File: src/rtl/alu_pkg.sv
// Shared definitions for the registered ALU: op codes, FSM states and op classification.
package alu_pkg;

    localparam logic [2:0] OP_ADD = 3'b000;
    localparam logic [2:0] OP_SUB = 3'b001;
    localparam logic [2:0] OP_AND = 3'b010;
    localparam logic [2:0] OP_OR  = 3'b011;
    localparam logic [2:0] OP_XOR = 3'b100;
    localparam logic [2:0] OP_NOT = 3'b101;
    localparam logic [2:0] OP_SHL = 3'b110;
    localparam logic [2:0] OP_SHR = 3'b111;

    typedef enum logic {
        ST_IDLE  = 1'b0,
        ST_SHIFT = 1'b1
    } state_t;

    function automatic logic is_arith(input logic [2:0] op);
        return (op == OP_ADD) || (op == OP_SUB);
    endfunction

    function automatic logic is_shift(input logic [2:0] op);
        return (op == OP_SHL) || (op == OP_SHR);
    endfunction

endpackage

File: src/rtl/alu_seq_if.sv
// Operand/result handshake bundle between the register file side and the registered ALU.
interface alu_seq_if #(parameter int WIDTH = 16);

    logic             in_valid;
    logic             in_ready;
    logic [WIDTH-1:0] a;
    logic [WIDTH-1:0] b;
    logic [2:0]       op;
    logic [WIDTH-1:0] y;
    logic             c;
    logic             v;
    logic             n;
    logic             z;
    logic             out_valid;

    modport master (
        output in_valid, a, b, op,
        input  in_ready, y, c, v, n, z, out_valid
    );

    modport slave (
        input  in_valid, a, b, op,
        output in_ready, y, c, v, n, z, out_valid
    );

endinterface

File: src/rtl/alu_comb.sv
// Single-cycle part of the ALU: add/sub with carry and overflow, plus bitwise logic ops.
module alu_comb
    import alu_pkg::*;
#(
    parameter int WIDTH = 16
) (
    input  logic [WIDTH-1:0] a,
    input  logic [WIDTH-1:0] b,
    input  logic [2:0]       op,
    output logic [WIDTH-1:0] y,
    output logic             c,
    output logic             v
);

    logic [WIDTH-1:0] addend;
    logic [WIDTH:0]   sum;

    // Subtraction reuses the adder as A + ~B + 1, so carry=1 means no borrow.
    always_comb begin
        addend = (op == OP_SUB) ? ~b : b;
        sum    = {1'b0, a} + {1'b0, addend} + {{WIDTH{1'b0}}, (op == OP_SUB)};
    end

    always_comb begin
        y = '0;
        c = 1'b0;
        v = 1'b0;
        case (op)
            OP_ADD, OP_SUB: begin
                y = sum[WIDTH-1:0];
                c = sum[WIDTH];
                v = (a[WIDTH-1] == addend[WIDTH-1]) && (sum[WIDTH-1] != a[WIDTH-1]);
            end
            OP_AND:  y = a & b;
            OP_OR:   y = a | b;
            OP_XOR:  y = a ^ b;
            OP_NOT:  y = ~a;
            default: y = '0;
        endcase
    end

endmodule

File: src/rtl/alu_seq.sv
// Registered ALU with valid/ready handshake; logical shifts run one bit per cycle in SHIFT.
module alu_seq
    import alu_pkg::*;
#(
    parameter int WIDTH = 16
) (
    input  logic        clk,
    input  logic        rst,
    alu_seq_if.slave    bus
);

    localparam int SHW = $clog2(WIDTH);

    state_t           state;
    state_t           state_next;
    logic [WIDTH-1:0] work;
    logic [SHW-1:0]   cnt;
    logic             shr;
    logic [WIDTH-1:0] y_q;
    logic             c_q;
    logic             v_q;
    logic             n_q;
    logic             z_q;
    logic             out_valid_q;

    logic [WIDTH-1:0] comb_y;
    logic             comb_c;
    logic             comb_v;
    logic [SHW-1:0]   k;
    logic             accept;
    logic             start_shift;
    logic             last_shift;
    logic [WIDTH-1:0] shifted;
    logic             shift_out;

    alu_comb #(.WIDTH(WIDTH)) u_comb (
        .a  (bus.a),
        .b  (bus.b),
        .op (bus.op),
        .y  (comb_y),
        .c  (comb_c),
        .v  (comb_v)
    );

    assign k           = bus.b[SHW-1:0];
    assign accept      = bus.in_valid && (state == ST_IDLE);
    assign start_shift = accept && is_shift(bus.op) && (k != '0);
    assign last_shift  = (state == ST_SHIFT) && (cnt == SHW'(1));

    always_comb begin
        shifted   = shr ? {1'b0, work[WIDTH-1:1]} : {work[WIDTH-2:0], 1'b0};
        shift_out = shr ? work[0] : work[WIDTH-1];
    end

    always_ff @(posedge clk or posedge rst) begin
        if (rst) begin
            state <= ST_IDLE;
        end else begin
            state <= state_next;
        end
    end

    always_comb begin
        state_next = state;
        case (state)
            ST_IDLE:  if (start_shift) state_next = ST_SHIFT;
            ST_SHIFT: if (last_shift)  state_next = ST_IDLE;
            default:  state_next = ST_IDLE;
        endcase
    end

    // A zero shift amount completes in the accept cycle like any logic op.
    always_ff @(posedge clk or posedge rst) begin
        if (rst) begin
            work        <= '0;
            cnt         <= '0;
            shr         <= 1'b0;
            y_q         <= '0;
            c_q         <= 1'b0;
            v_q         <= 1'b0;
            n_q         <= 1'b0;
            z_q         <= 1'b0;
            out_valid_q <= 1'b0;
        end else begin
            out_valid_q <= 1'b0;
            if (start_shift) begin
                work <= bus.a;
                cnt  <= k;
                shr  <= (bus.op == OP_SHR);
            end else if (accept && is_shift(bus.op)) begin
                y_q         <= bus.a;
                c_q         <= 1'b0;
                v_q         <= 1'b0;
                n_q         <= bus.a[WIDTH-1];
                z_q         <= (bus.a == '0);
                out_valid_q <= 1'b1;
            end else if (accept) begin
                y_q         <= comb_y;
                c_q         <= comb_c;
                v_q         <= comb_v;
                n_q         <= is_arith(bus.op) && comb_y[WIDTH-1];
                z_q         <= (comb_y == '0);
                out_valid_q <= 1'b1;
            end else if (state == ST_SHIFT) begin
                work <= shifted;
                cnt  <= cnt - SHW'(1);
                if (last_shift) begin
                    y_q         <= shifted;
                    c_q         <= shift_out;
                    v_q         <= 1'b0;
                    n_q         <= shifted[WIDTH-1];
                    z_q         <= (shifted == '0);
                    out_valid_q <= 1'b1;
                end
            end
        end
    end

    assign bus.in_ready  = (state == ST_IDLE);
    assign bus.y         = y_q;
    assign bus.c         = c_q;
    assign bus.v         = v_q;
    assign bus.n         = n_q;
    assign bus.z         = z_q;
    assign bus.out_valid = out_valid_q;

endmodule

File: src/flat_wrapper.sv
// flat-port wrapper written by rule: the top's interface ports become plain ports
module alu_seq_flat import alu_pkg::*;
#(
    parameter int WIDTH = 16
)
  (clk, rst, bus_in_valid, bus_a, bus_b, bus_op, bus_in_ready, bus_y, bus_c, bus_v, bus_n, bus_z, bus_out_valid);
  alu_seq_if #(.WIDTH(WIDTH)) bus_i ();
  input  logic clk;
  input  logic rst;
  input wire logic [$bits(bus_i.in_valid)-1:0] bus_in_valid;
  input wire logic [$bits(bus_i.a)-1:0] bus_a;
  input wire logic [$bits(bus_i.b)-1:0] bus_b;
  input wire logic [$bits(bus_i.op)-1:0] bus_op;
  output wire logic [$bits(bus_i.in_ready)-1:0] bus_in_ready;
  output wire logic [$bits(bus_i.y)-1:0] bus_y;
  output wire logic [$bits(bus_i.c)-1:0] bus_c;
  output wire logic [$bits(bus_i.v)-1:0] bus_v;
  output wire logic [$bits(bus_i.n)-1:0] bus_n;
  output wire logic [$bits(bus_i.z)-1:0] bus_z;
  output wire logic [$bits(bus_i.out_valid)-1:0] bus_out_valid;
  assign bus_i.in_valid = bus_in_valid;
  assign bus_i.a = bus_a;
  assign bus_i.b = bus_b;
  assign bus_i.op = bus_op;
  assign bus_in_ready = bus_i.in_ready;
  assign bus_y = bus_i.y;
  assign bus_c = bus_i.c;
  assign bus_v = bus_i.v;
  assign bus_n = bus_i.n;
  assign bus_z = bus_i.z;
  assign bus_out_valid = bus_i.out_valid;
  alu_seq #(.WIDTH(WIDTH)) u_core (.clk(clk), .rst(rst), .bus(bus_i));
endmodule
File: config.mk
export PLATFORM = sky130hd
export DESIGN_NAME = alu_seq_flat
export DESIGN_NICKNAME = d
export VERILOG_FILES = /design/src/rtl/alu_pkg.sv /design/src/rtl/alu_seq_if.sv /design/src/rtl/alu_comb.sv /design/src/rtl/alu_seq.sv /design/src/flat_wrapper.sv
export SDC_FILE = /design/constraint.sdc
export NUM_CORES = 1
export LEC_CHECK = 0
export CORE_MARGIN = 1
export CORE_UTILIZATION = 48
export DETAILED_ROUTE_END_ITERATION = 10
export PLACE_DENSITY = 0.71
export SLEW_MARGIN = 20
export SYNTH_ARGS = -nofsm -noshare
export SYNTH_HDL_FRONTEND = slang
export SYNTH_SLANG_ARGS = --single-unit
File: constraint.sdc
create_clock -name clk -period 2.7 [get_ports clk]
set_input_delay 0.54 -clock clk [delete_from_list [all_inputs] [get_ports clk]]
set_output_delay 0.54 -clock clk [all_outputs]
set_load 0.005 [all_outputs]
; ---- Word-level counts from Yosys, hierarchy flattened
; Cells that the tools add are included.
[op_classes]
n_addsub = 3
n_eq_ne = 12
mux = 42
bitwise = 7
reduce_logical = 19
[op_table]
columns = operator, count
row1 = $mux 16, 10
row2 = $pmux 16 s5, 1
row3 = $logic_not 16->1, 3
row4 = $not 16->16, 2
row5 = $mux 1, 26
row6 = $add 16x16->17, 1
row7 = $add 17x1->17, 1
row8 = $and 16x16->16, 1
row9 = $mux 4, 4
row10 = $or 16x16->16, 1
row11 = $xor 16x16->16, 1
row12 = $eq 3x3->1 const B, 4
row13 = $eq 3x2->1 const B, 2
row14 = $logic_and 1x1->1, 6
row15 = $reduce_and 3->1, 2
row16 = $reduce_bool 3->1, 2
row17 = $eq 4x1->1 const B, 1
row18 = $reduce_bool 4->1, 1
row19 = $sub 4x1->4 const B, 1
row20 = $eq 3x1->1 const B, 1
row21 = $logic_not 3->1, 1
row22 = $logic_or 1x1->1, 2
row23 = $ne 2x1->1 const B, 1
row24 = $ne 2x2->1 const B, 1
row25 = 6 further kinds, 7
[totals]
reg_bits = 43
inputBits = 38

; ---- Longest topological paths before layout
[depth]
depth_word = 9
depth_mapped = 16
mapped_depth_nobuf = 12

; ---- Hierarchy
; A second synthesis with hierarchy kept.
[unflattened]
hier_cells = 566
hier_area_um2 = 4624.4
[modules_own_cells]
columns = mod, instances, cells_per_inst, area_each_um2, seq_area_each_um2
row1 = alu_seq, 1, 264, 2509.9, 1076.0
row2 = alu_comb, 1, 302, 2114.5, 0.0

; ---- Least setup slack after synthesis
; Ideal clock, no wire load.
[synth_timing]
path_kind = input to register
start = in bus_op[0]
end = reg u_core.z_q, in the netlist u_core.bus.z
setup_time_ps = 104
arrival_time_ps = 3693
required_ps = 2596
setup_slack_ps = -1096
stages = 16
path_cell_list = buf_2 > buf_2 > buf_1 > and2_1 > buf_2 > buf_2 > xnor2_1 > fa_1 > a211oi_1 > o211a_1 > o21bai_1 > xnor2_1 > o22ai_1 > nor4_1 > nand4_1 > o41ai_2
[synth_between]
elab_chain_cells = 8
elab_cells_between_ends = 23
classes_between = 2 x add/sub / 7 x eq/ne / 4 x mux / 1 x bitwise / 9 x reduce/logical
[synth_lines]
columns = item, line_no
row1 = from (decl), flat_wrapper.sv:13  ; input wire logic [$bits(bus_i.op)-1:0] bus_op;
row2 = $eq 3x1->1, "alu_comb.sv:20, alu_comb.sv:21, alu_comb.sv:28"
row3 = $mux 16, alu_comb.sv:20  ; addend = (op == OP_SUB) ? ~b : b;
row4 = $add 16x16->17, alu_comb.sv:21  ; sum = {1'b0, a} + {1'b0, addend} + {{WIDTH{1'b0}}, (op == OP_SUB)};
row5 = $add 17x1->17, alu_comb.sv:21
row6 = $pmux 16 s5, alu_comb.sv:28  ; case (op)
row7 = $logic_not 16->1, alu_seq.sv:102  ; z_q <= (comb_y == '0);
row8 = $mux 1, alu_seq.sv:97  ; end else if (accept) begin
row9 = $mux 1, alu_seq.sv:90  ; end else if (accept && is_shift(bus.op)) begin
row10 = to (signal assigned), alu_seq.sv:95  ; z_q <= (bus.a == '0);
row11 = to (signal assigned), alu_seq.sv:102
row12 = to (signal assigned), alu_seq.sv:112  ; z_q <= (shifted == '0);
row13 = to (decl), alu_seq.sv:23  ; logic z_q;
; Parallel ways exist; a longest one is shown, timed or not.
; A chain may end at the register's enable or synchronous reset.

; ---- Final worst setup path
[layout_timing]
start = in bus_op[1]
end = reg u_core.z_q, in the netlist u_core.bus.z
; Same word-level chain as after synthesis.

==> impl_metrics.yaml <==
power:
  p_leak_nw: 3.02
  p_per_area_nw_per_um2: 652
  peakVddDrop_mv: 0.520
clocking:
  htree_num_levels: 2
  insertion_delay_ns: 0.30
  cts.path.max_buffers: 2
  cts_sinks: 43
  hold_buffers: 0
  cts_tree: "yes"
  path_clk_slew_ns: 0.08
  cts-root-buf: "clkbuf_8"
  cts_inserted_buffers: 5
global_routing:
  grt_max_degree: 47
  grt_usage: 0.326
  grt_remaining_overflow: 0
  grt_pass1_wl_mm: 25.1
  grt_pass1_vias: 5173
  antenna_found_initial: 0
routing:
  wl_per_cell_um: 18.6
  ant_nets: 0
  drc_errors: 0
  routed_wirelength_mm: 15.7
  firstDrtPassIters: 5
  viasPerCell: 5.99
  vias: 5073
  drt_iter0_drc: 339
final_layout:
  area_delta_synth_final_pct: 47.0
  diodes: 0
  instances_no_fill: 847
  drive_gt1_frac: 0.311
  nets: 829
yosys:
  synth-seq-cells: 43
  synth.most_common_cell: "nand2_1"
  synthTopCellsByCount: "nand2_1 (65), ha_1 (52), nor2_1 (44)"
  synth_fp_nets: 653
  synth-edff-count: 0
  avgSynthCellArea_um2: 7.99
  syn_area_um2: 4490
  synth.distinct_cells: 66
  synth_top_area_cell: "dfrtp_1"
  ys.warnings.count: 0
  ys_async_sr_fraction: 1.00
  synthCells: 562
  yosys-top-cells-area: "dfrtp_1 (24%), ha_1 (14%), nand2_1 (5.4%), xnor2_1 (4.5%), a21oi_1 (4.2%)"
  ys.flop_type: "dfrtp_1"
  yosysTopAreaCellShare: 0.240
  seq_area_frac_synth: 0.240
critical_path:
  crit_buf_inv: 3
  critical_path.max_fanout: 5
  path_delay_family: "compound AO/OA/AOI/OAI gates"
  slowest_delay_ns: 0.32
  cp-start-kind: "primary input"
  r2r_slack_ns: 0.31
  reg2reg_from: "u_core.cnt[1]$_DFFE_PP0P_"
  reg2regPathDepth: 10
  slowest_stage: "o41ai_2"
  r2r-end: "u_core.bus.z$_DFFE_PP0P_"
  path_cells: "buf_8 > nor2_4 > and2_4 > buf_6 > xnor2_4 > ha_4 > o21a_1 > a2bb2oi_2 > a21oi_2 > buf_4 > o211ai_1 > a31oi_2 > xnor2_2 > a21o_1 > o41ai_2"
  critical_path_class: "primary input to flip-flop"
  endpoint_kind: "flip-flop"
  arrival_ns: 3.17
  critPathRequiredTime_ns: 2.90
  startpoint: "bus_op[1]"
die:
  core_um2: 8890
  dieArea_um2: 9740
  initial_core_util: 0.505
  fp.dieW_um: 98.7
  io_pins: 60
  num_rows: 34
  fp.dieH_um: 98.7
timing:
  post-route-period-util: 1.10
  max_slew_margin: 0.356
  clock_skew_ns: 0.00731
  fmax_mhz: 336
  slew_viol_final: 0
  fin_hold_ws_ns: 0.486
  worst_pin_slew_ns: 0.966
  worst_slack_ns: -0.273
  final_hold_viol_count: 0
  rsz0062_at_grt: "yes"
  setup_tns_ns: -1.58
  fin_crit_ns: 2.97
  setup_violations: 11
worst_hold_path:
  hold_class: "flip-flop to flip-flop"
  whs_path_depth: 2
  hp-start: "u_core.bus.y[6]$_DFFE_PP0P_"
  hold_end: "u_core.bus.y[6]$_DFFE_PP0P_"
placement:
  gp_congestion: 1.01
  portBuffers: 59
  post-dp-hpwl_mm: 11.8
  placedCellCount: 825
run_status:
  violations: "negative setup slack"
  status: "finished with violations"
flow_run:
  cap_violations: 0
-- placed cells by master, fill, tap and decap left out, types with 4 or more instances in the layout --
cell type        count
inv_1               30
nand3_1             16
nor3_1              13
ha_1                48
nor3b_1              4
inv_2                8
clkdlybuf4s50_1     45
a21oi_1             30
a221o_1              6
xnor2_1             16
a21oi_2             10
dfrtp_1             43
xnor2_2              4
o21ai_1              7
o211ai_1            10
o21ai_0             22
clkbuf_8             7
buf_4              137
o22ai_1              8
nand4_1              5
nor2b_1              7
dlygate4sd2_1        7
a221oi_1            12
o221ai_1             7
a31oi_1              4
nand2b_1             6
o21ai_2              4
nand2_1             65
mux2i_1             16
a21o_1               5
nor2_1              42
nor4_1               7
-- through the flow --
stage / utilization / setup slack (ns) / cell area, um2 / power, W
final: 0.742 / -0.273 / 6600 / 0.00430
after global routing: 0.742 / -0.396 / 6600 / 0.00461
after CTS: 0.715 / -0.331 / 6360 / 0.00415
after detailed placement: 0.684 / -1.03 / 6080 / 0.00360
after global placement: 0.684 / -0.890 / 6080 / 0.00352
after floorplan: - / -0.562 / 4600 / 0.00256
-- registers in the layout, indices dropped and copies added, names as in the netlist --
register	cells
u_core.bus.v	1
u_core.state	1
u_core.bus.out_valid	1
u_core.bus.c	1
u_core.bus.n	1
u_core.cnt	4
u_core.shr	1
u_core.bus.z	1
u_core.work	16
u_core.bus.y	16
-- logic make-up (layout without fill, tap and decap cells) --
kind of cell    after synthesis  in the layout  synth area share
compound gates              164            164             0.252
xor+xnor                     26             26            0.0507
fa+ha+maj                    53             53             0.149
buf+inv                      72            248            0.0691
flops                        43             43             0.240
mux                          20             20            0.0457
simple gates                184            185             0.194
-- worst max path at each step --
stage	to	slack, ns	depth (start not counted)
floorplan	u_core.bus.y[13]$_DFFE_PP0P_	-0.56	16
global placement	u_core.bus.z$_DFFE_PP0P_	-0.89	13
detailed placement	u_core.bus.z$_DFFE_PP0P_	-1.03	13
CTS	u_core.bus.z$_DFFE_PP0P_	-0.33	12
global route	u_core.bus.z$_DFFE_PP0P_	-0.40	13
finish	u_core.bus.z$_DFFE_PP0P_	-0.27	15
-- report_power, final --
| part | switching [W] | internal, W |
|---|---|---|
| clock network | 0.000232 | 0.000233 |
| logic | 0.00130 | 0.00128 |
| registers | 0.000311 | 0.000946 |
-- worst register-to-register path, cell delays in order, from the launching register on --
cell	delay [ns]
dfrtp_1	0.38
inv_1	0.10
ha_1	0.17
nand4bb_1	0.32
nand2_1	0.19
nand2_1	0.13
nor3b_1	0.21
nand4_1	0.16
nor4_2	0.27
nand4_1	0.15
o41ai_2	0.22
-- layer usage --
| metal | wire length, um | share of wire | GRT usage |
|---|---|---|---|
| met4 | 823 | 0.052 | 0.171 |
| met3 | 947 | 0.060 | 0.0454 |
| met5 | 0 | 0 | 0 |
| met2 | 7660 | 0.49 | 0.560 |
| met1 | 6300 | 0.40 | 0.397 |
-- area by class of cell --
cell class	instances	area, um2
Fill cell	680	2290
Timing Repair Buffer	200	1680
Multi-Input combinational cell	448	3450
Clock buffer	7	96.3
Tap cell	108	135
Clock inverter	1	7.51
Inverter	40	150
Sequential cell	43	1080
-- what timing repair did --
item / in CTS / in global routing
setup buffers: 6 / 8
endpoints found under the setup margin: 19 / 14
cloned: 1 / 0
hold endpoints to repair: 0 / 0
resized for setup: 62 / 38
pin swaps: 39 / 44
No activity file was read; power rests on OpenSTA's default activity.
